File: src/rtl/tdp_ram_arb.sv
// Round-robin arbiter sharing one true dual-port RAM among NUM_REQ requesters.
// Optional hazard-skip counter port enabled by TDP_RAM_ARB_CONFLICT_CNT_EN.
module tdp_ram_arb #(
  parameter int NUM_REQ    = 4,
  parameter int DATA_WIDTH = 32,
  parameter int ADDR_WIDTH = 10
) (
  input  logic                             clk,
  input  logic                             rst,
  input  logic [NUM_REQ-1:0]               req_valid,
  output logic [NUM_REQ-1:0]               req_ready,
  input  logic [NUM_REQ-1:0]               req_we,
  input  logic [NUM_REQ*ADDR_WIDTH-1:0]    req_addr,
  input  logic [NUM_REQ*DATA_WIDTH-1:0]    req_wdata,
  output logic [NUM_REQ-1:0]               rsp_valid,
  output logic [NUM_REQ*DATA_WIDTH-1:0]    rsp_rdata,
  output logic                             ram_ena,
  output logic                             ram_wea,
  output logic [ADDR_WIDTH-1:0]            ram_addra,
  output logic [DATA_WIDTH-1:0]            ram_dina,
  input  logic [DATA_WIDTH-1:0]            ram_douta,
  output logic                             ram_enb,
  output logic                             ram_web,
  output logic [ADDR_WIDTH-1:0]            ram_addrb,
  output logic [DATA_WIDTH-1:0]            ram_dinb,
  input  logic [DATA_WIDTH-1:0]            ram_doutb
`ifdef TDP_RAM_ARB_CONFLICT_CNT_EN
  ,
  output logic [15:0]                      conflict_cnt
`endif
);

  localparam int IDW = (NUM_REQ > 1) ? $clog2(NUM_REQ) : 1;
  typedef logic [IDW-1:0] id_t;

  logic [ADDR_WIDTH-1:0] addr_s  [NUM_REQ];
  logic [DATA_WIDTH-1:0] wdata_s [NUM_REQ];
  logic [DATA_WIDTH-1:0] rdata_s [NUM_REQ];
  id_t                   scan_idx_s [NUM_REQ];

  id_t  rr_ptr_q, rr_ptr_d;
  logic a_vld_q, a_vld_d, b_vld_q, b_vld_d;
  id_t  a_id_q, a_id_d, b_id_q, b_id_d;

  logic grant_a_s, grant_b_s, skip_s;
  id_t  w0_s, w1_s;

  function automatic id_t wrap_idx(input id_t base, input int offs);
    int j;
    j = int'(base) + offs;
    if (j >= NUM_REQ) begin
      j = j - NUM_REQ;
    end else begin
      j = j;
    end
    return id_t'(j);
  endfunction

  // Same address with at least one write may not share a cycle across ports.
  function automatic logic hazard(input logic [ADDR_WIDTH-1:0] addr0, input logic we0,
                                  input logic [ADDR_WIDTH-1:0] addr1, input logic we1);
    return (addr0 == addr1) && (we0 || we1);
  endfunction

  for (genvar g = 0; g < NUM_REQ; g++) begin : g_slice
    assign addr_s[g]  = req_addr[g*ADDR_WIDTH +: ADDR_WIDTH];
    assign wdata_s[g] = req_wdata[g*DATA_WIDTH +: DATA_WIDTH];
    assign rsp_rdata[g*DATA_WIDTH +: DATA_WIDTH] = rdata_s[g];
  end

  // Circular scan order starting at the round-robin pointer.
  always_comb begin
    for (int k = 0; k < NUM_REQ; k++) begin
      scan_idx_s[k] = wrap_idx(rr_ptr_q, k);
    end
  end

  // Pick W0 for port A, then the first hazard-free follower for port B.
  always_comb begin
    grant_a_s = 1'b0;
    grant_b_s = 1'b0;
    skip_s    = 1'b0;
    w0_s      = '0;
    w1_s      = '0;
    if (!rst) begin
      for (int k = 0; k < NUM_REQ; k++) begin
        if (req_valid[scan_idx_s[k]]) begin
          if (!grant_a_s) begin
            grant_a_s = 1'b1;
            w0_s      = scan_idx_s[k];
          end else if (!grant_b_s) begin
            if (hazard(addr_s[scan_idx_s[k]], req_we[scan_idx_s[k]], addr_s[w0_s], req_we[w0_s])) begin
              skip_s = 1'b1;
            end else begin
              grant_b_s = 1'b1;
              w1_s      = scan_idx_s[k];
            end
          end else begin
            grant_b_s = grant_b_s;
          end
        end else begin
          grant_a_s = grant_a_s;
        end
      end
    end else begin
      grant_a_s = 1'b0;
    end
  end

  // Grant vector and RAM port drive; idle ports are fully zeroed.
  always_comb begin
    req_ready = '0;
    ram_ena   = 1'b0;
    ram_wea   = 1'b0;
    ram_addra = '0;
    ram_dina  = '0;
    ram_enb   = 1'b0;
    ram_web   = 1'b0;
    ram_addrb = '0;
    ram_dinb  = '0;
    if (grant_a_s) begin
      req_ready[w0_s] = 1'b1;
      ram_ena         = 1'b1;
      ram_wea         = req_we[w0_s];
      ram_addra       = addr_s[w0_s];
      ram_dina        = wdata_s[w0_s];
    end else begin
      ram_ena = 1'b0;
    end
    if (grant_b_s) begin
      req_ready[w1_s] = 1'b1;
      ram_enb         = 1'b1;
      ram_web         = req_we[w1_s];
      ram_addrb       = addr_s[w1_s];
      ram_dinb        = wdata_s[w1_s];
    end else begin
      ram_enb = 1'b0;
    end
  end

  // Next pointer follows the last granted requester; read ids are tracked per port.
  always_comb begin
    a_vld_d = grant_a_s && !req_we[w0_s];
    a_id_d  = w0_s;
    b_vld_d = grant_b_s && !req_we[w1_s];
    b_id_d  = w1_s;
    if (grant_b_s) begin
      rr_ptr_d = wrap_idx(w1_s, 1);
    end else if (grant_a_s) begin
      rr_ptr_d = wrap_idx(w0_s, 1);
    end else begin
      rr_ptr_d = rr_ptr_q;
    end
  end

  // Pointer and in-flight read bookkeeping.
  always_ff @(posedge clk or posedge rst) begin
    if (rst) begin
      rr_ptr_q <= '0;
      a_vld_q  <= 1'b0;
      a_id_q   <= '0;
      b_vld_q  <= 1'b0;
      b_id_q   <= '0;
    end else begin
      rr_ptr_q <= rr_ptr_d;
      a_vld_q  <= a_vld_d;
      a_id_q   <= a_id_d;
      b_vld_q  <= b_vld_d;
      b_id_q   <= b_id_d;
    end
  end

  // Route each port's registered read data to the requester that issued it.
  always_comb begin
    rsp_valid = '0;
    for (int i = 0; i < NUM_REQ; i++) begin
      rdata_s[i] = '0;
    end
    if (a_vld_q) begin
      rsp_valid[a_id_q] = 1'b1;
      rdata_s[a_id_q]   = ram_douta;
    end else begin
      rsp_valid = rsp_valid;
    end
    if (b_vld_q) begin
      rsp_valid[b_id_q] = 1'b1;
      rdata_s[b_id_q]   = ram_doutb;
    end else begin
      rsp_valid = rsp_valid;
    end
  end

`ifdef TDP_RAM_ARB_CONFLICT_CNT_EN
  logic [15:0] conflict_cnt_q;

  // Saturating count of cycles in which a valid requester lost out to a hazard.
  always_ff @(posedge clk or posedge rst) begin
    if (rst) begin
      conflict_cnt_q <= 16'd0;
    end else if (skip_s && (conflict_cnt_q != 16'hFFFF)) begin
      conflict_cnt_q <= conflict_cnt_q + 16'd1;
    end else begin
      conflict_cnt_q <= conflict_cnt_q;
    end
  end

  assign conflict_cnt = conflict_cnt_q;
`else
  logic unused_skip_s;
  assign unused_skip_s = skip_s;
`endif

endmodule

File: config.mk
export PLATFORM = sky130hd
export DESIGN_NAME = tdp_ram_arb
export DESIGN_NICKNAME = d
export VERILOG_FILES = /design/src/rtl/tdp_ram_arb.sv
export SDC_FILE = /design/constraint.sdc
export NUM_CORES = 1
export LEC_CHECK = 0
export CAP_MARGIN = 20
export CORE_AREA = 2 2 180 182
export DETAILED_ROUTE_END_ITERATION = 16
export DIE_AREA = 0 0 182 184
export GPL_ROUTABILITY_DRIVEN = 0
export GPL_TIMING_DRIVEN = 0
export PLACE_DENSITY = 0.64
export SLEW_MARGIN = 5
export SYNTH_ARGS = -nofsm -noshare
export SYNTH_HDL_FRONTEND = slang
export SYNTH_SLANG_ARGS = --single-unit
export TNS_END_PERCENT = 20
File: constraint.sdc
create_clock -name clk -period 11.1 [get_ports clk]
set_input_delay 1.11 -clock clk [delete_from_list [all_inputs] [get_ports clk]]
set_output_delay 1.11 -clock clk [all_outputs]
set_load 0.02 [all_outputs]
==> results.toml, run 1 <==
[global_routing]
overflow = 0
grt_pass1_vias = 9398
grt_antenna_before_repair = 3
grt_pass1_wl_um = 62200
grt_max_degree = 16
track_usage_pct = 24.5

[synthesis]
synth_edf_count = 0
netlist_instances = 774
netlist_area_sq_um = 7060
synth_fa_ha_area_share_pct = 0.177
synth_compound_area_share_pct = 30.3
synth-main-ff-cell = "dfrtp_1"
ys_types = 69
synth_top_family_by_area = "multiplexers"
synthArstFlopShare_pct = 100
synth-seq-cells = 8
synth_mux_area_share_pct = 43.2
syn_nets = 1017
synth_xor_xnor_area_share_pct = 3.35
synth-simple-area-share_pct = 13.2
syn_avg_cell_area_sq_um = 9.12
yosysSeqAreaShare_pct = 2.84
yosys_warnings = 0

[critical_path]
worstPathRequired_ns = 9.99
cp.arrival_ns = 7.56
critical_path.max_fanout = 10
end_kind = "output pin"
cp-start-kind = "primary input"
r2r_end = "b_vld_q"
rrSetupSlack_ns = 4.78
r2r_cells = 21
worstSetupPathType = "primary input to output pin"
reg2reg_from = "rr_ptr_q[0]"

[clocking]
cts_hold_buf = 0
ctsResizeCount = 0
postCtsSetupBuffers = 0
h-tree-depth = 1
root_buffer = "clkbuf_16"
numCtsBuffers = 3
numClockSinks = 8
clkSlewWorstSetupHoldPaths_ns = 0.04
clockBufferDepth = 2
cts_tree = "built"
clk_latency_ns = 0.23

[placed_design]
portBuffers = 463
place_area_sq_um = 12200
dp_cells = 1639
post-dp-hpwl_um = 34700

[floorplanning]
die_y_um = 184
ios = 466
rows = 65
die_width_um = 182
initial_core_util_pct = 22.5
die_area_sq_um = 33500
coreArea_sq_um = 31400

[drt]
drt_iter0_drc = 947
drcViolationCount = 0
wl_um = 43400
first_pass_iters = 5
final_antenna_net_count = 0
routed-via-count = 9597
wl_per_cell_um = 26.4
via_per_inst = 5.84

[timing]
hold_viol = 0
finalCritPeriodShare_pct = 78.1
min_period_ns = 8.67
rsz0062_at_grt = "false"
relSlewSlack_pct = 27.8
fmax_mhz = 115
setup_violations = 0
tns_ns = 0
finClkSkew_ns = 0.00106
worst_pin_slew_ns = 1.08
finalMaxSlewViolations = 0

[run_status]
status = "finished, final reports clean"

[hold_path]
hp-class = "primary input to async pin"

[power_and_ir_drop]
powerDensity_nw_per_um2 = 224
vdd_drop_max_v = 0.000142
leakage_nw = 4.50
p_total_mw = 2.75

[final_layout]
final_area_sq_um = 12300
syn_to_final_growth_pct = 73.9
instances_no_fill = 1643
drive_gt1_share_pct = 12.2
fill_cells = 3223
nets = 1485
utilization_pct = 39.1

[flow_run]
drv_cap = 0
-- layout by cell type (no fill, tap or decap), types with 11 or more instances in the layout --
master           instances
a22o_1                 129
mux2i_1                105
buf_2                   28
xor2_1                  20
nand3_1                 11
clkbuf_1                42
a211oi_1                18
and2_1                  48
o22ai_1                 36
a22oi_1                 11
a21oi_1                 18
clkdlybuf4s50_1        463
and3_1                  12
nand2_1                 31
mux4_2                  83
nor2_1                  22
-- stage by stage --
step                      setup slack [ns]  hold slack [ns]
after floorplan                       4.74             1.15
after global placement                2.65             1.29
after detailed placement              2.62             1.30
after CTS                             2.59             1.05
after global routing                  2.18             1.09
final                                 2.43             1.05
-- layout make-up --
class                      instances  area (sq um)  area share (%)
antenna                            1          2.50          0.0204
buffer                            89           452            3.68
clock buffer                       3          75.1           0.612
inverter                          10          37.5           0.306
multi-input combinational        667          6370            51.9
sequential                         8           200            1.63
tap                              402           503            4.10
timing repair buffer             463          4630            37.8
-- Yosys cell counts, types with 8 or more instances --
master / number / area [sq um]
a22oi_1: 11 / 82.6
nand2_1: 31 / 116
mux2_2: 8 / 90.1
and3_1: 12 / 75.1
nand3_1: 11 / 55.1
mux4_2: 83 / 1870
a22o_1: 129 / 1130
nor2_1: 22 / 82.6
buf_2: 28 / 140
nand2b_1: 9 / 56.3
o21ai_0: 9 / 45.0
nor3_1: 9 / 45.0
a32oi_1: 8 / 70.1
a211oi_1: 18 / 135
mux2i_1: 105 / 1050
xor2_1: 20 / 175
a21oi_1: 18 / 90.1
dfrtp_1: 8 / 200
and2_1: 48 / 300
clkbuf_1: 42 / 158
buf_4: 8 / 60.1
o22ai_1: 36 / 225
-- report_power, final --
part           leakage, nW  internal (mW)  total, mW  switching (mW)
Clock               0.0370         0.0464     0.0599          0.0135
Sequential          0.0997         0.0406     0.0555          0.0149
Combinational         4.37           1.20       2.63            1.43
-- how the worst max path moves through the flow --
stage,startpoint,endpoint
floorplan,req_valid[3],ram_addrb[1]
global placement,req_valid[2],ram_addrb[7]
detailed placement,req_valid[2],ram_addrb[0]
CTS,req_valid[2],ram_addrb[0]
global route,req_valid[2],ram_dinb[26]
finish,req_valid[2],ram_addrb[0]
-- metal layers --
metal  up-vias  wire length [um]  part of all wire [%]  GRT usage [%]
li1       4122                 -                     -              -
met1      4772             16900                    39           30.2
met2       617             20400                    47           40.9
met3        86              4380                    10           6.68
met4         0              1670                   3.9           9.29
met5         -                 0                     0              0
-- cells by family after synthesis --
group                    count (synthesis)
AO/OA/AOI/OAI                          271
XOR/XNOR                                27
adder cells (fa/ha/maj)                  1
buffers and inverters                   99
flip-flops                               8
multiplexers                           199
AND/OR/NAND/NOR                        169
-- critical path, stage by stage --
cell	delay (ns)
clkdlybuf4s50_1	0.49
buf_2	0.22
mux2_2	0.30
nand2_1	0.18
buf_2	0.34
o21ai_0	0.17
ha_1	0.22
buf_2	0.18
inv_2	0.30
mux2i_1	0.16
buf_4	0.22
a211oi_1	0.25
nor3_1	0.08
nor4b_1	0.53
o2111ai_1	0.34
o21bai_1	0.38
nand3b_1	0.12
a31o_1	0.29
buf_2	0.23
clkbuf_1	0.41
o22ai_1	0.30
clkdlybuf4s50_1	0.69
-- sequential cells by signal, summed over array words and instances (netlist names) --
name	flops
a_vld_q	1
b_vld_q	1
a_id_q	2
b_id_q	2
rr_ptr_q	2
Power figures use the tool's default switching activity.
==> run 2: changes to the inputs <==
Settings changed: CORE_AREA 2 2 180 182 to 2 2 181 183, DIE_AREA 0 0 182 184 to 0 0 183 185.
Clock period 11.1 ns to 8.9 ns, I/O delays scaled along.
==> run 2 against run 1 <==
Compared with the run above: cell count is 0.55% higher; highest routed layer is now met5; routed wire length is 0.78% lower; critical path type is now flip-flop to output pin; final area is 0.17% higher; clock skew hardly changed; first-iteration DRC count decreased by 10%.
==> results.toml, run 2 (synthesis gave the netlist of run 1 again) <==
[run_status]
status = "finished, final reports clean"

[clocking]
clkSlewWorstSetupHoldPaths_ns = 0.04
cts_hold_buf = 0
numCtsBuffers = 3
ctsResizeCount = 0
h-tree-depth = 1
cts_tree = "built"
clockBufferDepth = 2
root_buffer = "clkbuf_16"
postCtsSetupBuffers = 0
numClockSinks = 8
clk_latency_ns = 0.23

[power_and_ir_drop]
powerDensity_nw_per_um2 = 279
vdd_drop_max_v = 0.000163
leakage_nw = 4.50

[final_layout]
nets = 1485
utilization_pct = 38.4
top_regs = "a_id_q: 2 flops, b_id_q: 2 flops, rr_ptr_q: 2 flops"
drive_gt1_share_pct = 12.3
final_common_cell = "clkdlybuf4s50_1"
multi_input_area_sq_um = 6370
seqCellArea_sq_um = 200
fill_cells = 3200
syn_to_final_growth_pct = 74.2
final_cell_mix = "463 x clkdlybuf4s50_1, 129 x a22o_1, 105 x mux2i_1, 83 x mux4_2, 48 x and2_1"
final_area_sq_um = 12300

[critical_path]
crit_start = "rr_ptr_q[0]"
critical_path.max_fanout = 10
end_kind = "output pin"
worstSetupPathType = "flip-flop to output pin"
cp.arrival_ns = 7.46
cp-start-kind = "flip-flop"
worstPathRequired_ns = 8.01
reg2reg_from = "rr_ptr_q[0]"

[timing]
setup_violations = 0
fmax_mhz = 120
hold_viol = 0
tns_ns = 0
relSlewSlack_pct = 34.8
min_period_ns = 8.35
finalCritPeriodShare_pct = 93.9
rsz0062_at_grt = "false"
worst_pin_slew_ns = 0.978
hold_slack_ns = 0.823
finalMaxSlewViolations = 0
finClkSkew_ns = 0.00119

[drt]
wl_um = 43000
drcViolationCount = 0
via_per_inst = 5.77
routed-via-count = 9524
first_pass_iters = 5
drt_iter0_drc = 852
final_antenna_net_count = 0
wl_per_cell_um = 26.0

[floorplanning]
coreArea_sq_um = 32000
die_area_sq_um = 33900
ios = 466
die_width_um = 183
die_y_um = 185
initial_core_util_pct = 22.0
rows = 66

[global_routing]
overflow = 0
grt_pass1_vias = 9183
grt_antenna_before_repair = 5
grt_max_degree = 16
grt_pass1_wl_um = 61300
track_usage_pct = 24.1

[placed_design]
portBuffers = 463
post-dp-hpwl_um = 34300
place_area_sq_um = 12200

[hold_path]
hp-class = "primary input to async pin"

[flow_run]
drv_cap = 0
run 2: final timing paths:
kind / end / slack [ns] / cells past startpoint
worst max-delay path: ram_dinb[30] / 0.55 / 23
worst min-delay path: rr_ptr_q[0] / 0.82 / 2
worst max register to register: b_vld_q / 2.60 / 21
worst min register to register: b_id_q[1] / 1.59 / 7
max in group asynchronous: b_vld_q / 7.78 / 2
min in group clk: b_id_q[1] / 1.41 / 3
run 2: metrics by stage:
stage                     total power, mW  worst slack (ns)  instances
after floorplan                      2.10              2.88        774
after global routing                 3.61            0.0902       1650
after detailed placement             3.32             0.600       1645
final                                3.43             0.547       1652
after global placement               3.30             0.686       1645
after CTS                            3.40             0.542       1648
run 2: routing by layer:
layer	vias up	part of all wire [%]	global-route usage [%]
met2	547	47	39.4
met4	6	3.7	9.02
met5	-	0.079	0
li1	4136	-	-
met1	4763	39	29.7
met3	72	10	7.35
run 2: final cells by class:
cell class,instances,area share (%)
Timing Repair Buffer,463,37.7
Clock buffer,3,0.611
Sequential cell,8,1.63
Tap cell,408,4.15
Antenna cell,4,0.0814
Inverter,10,0.305
Multi-Input combinational cell,667,51.8
Buffer,89,3.67
run 2: where the power goes:
group / total (mW) / internal [mW] / switching, mW
Sequential: 0.0707 / 0.0506 / 0.0201
Clock: 0.0741 / 0.0578 / 0.0163
Combinational: 3.28 / 1.50 / 1.78
run 2: worst max-delay path, stage by stage, from the launching register on:
cell and delay, ns:
dfrtp_1 0.37, buf_4 0.17, buf_2 0.27, buf_4 0.29, buf_2 0.33, buf_2 0.35
clkbuf_1 0.39, a21oi_1 0.13, o21ai_0 0.19, ha_1 0.18, buf_2 0.21, inv_2 0.19
mux2_4 0.38, a211oi_1 0.26, nor3_1 0.09, nor4b_1 0.57, o2111ai_1 0.36, o21bai_1 0.40
nand3b_1 0.12, a31o_1 0.29, buf_2 0.24, clkbuf_1 0.40, o22ai_2 0.37, clkdlybuf4s50_1 0.68
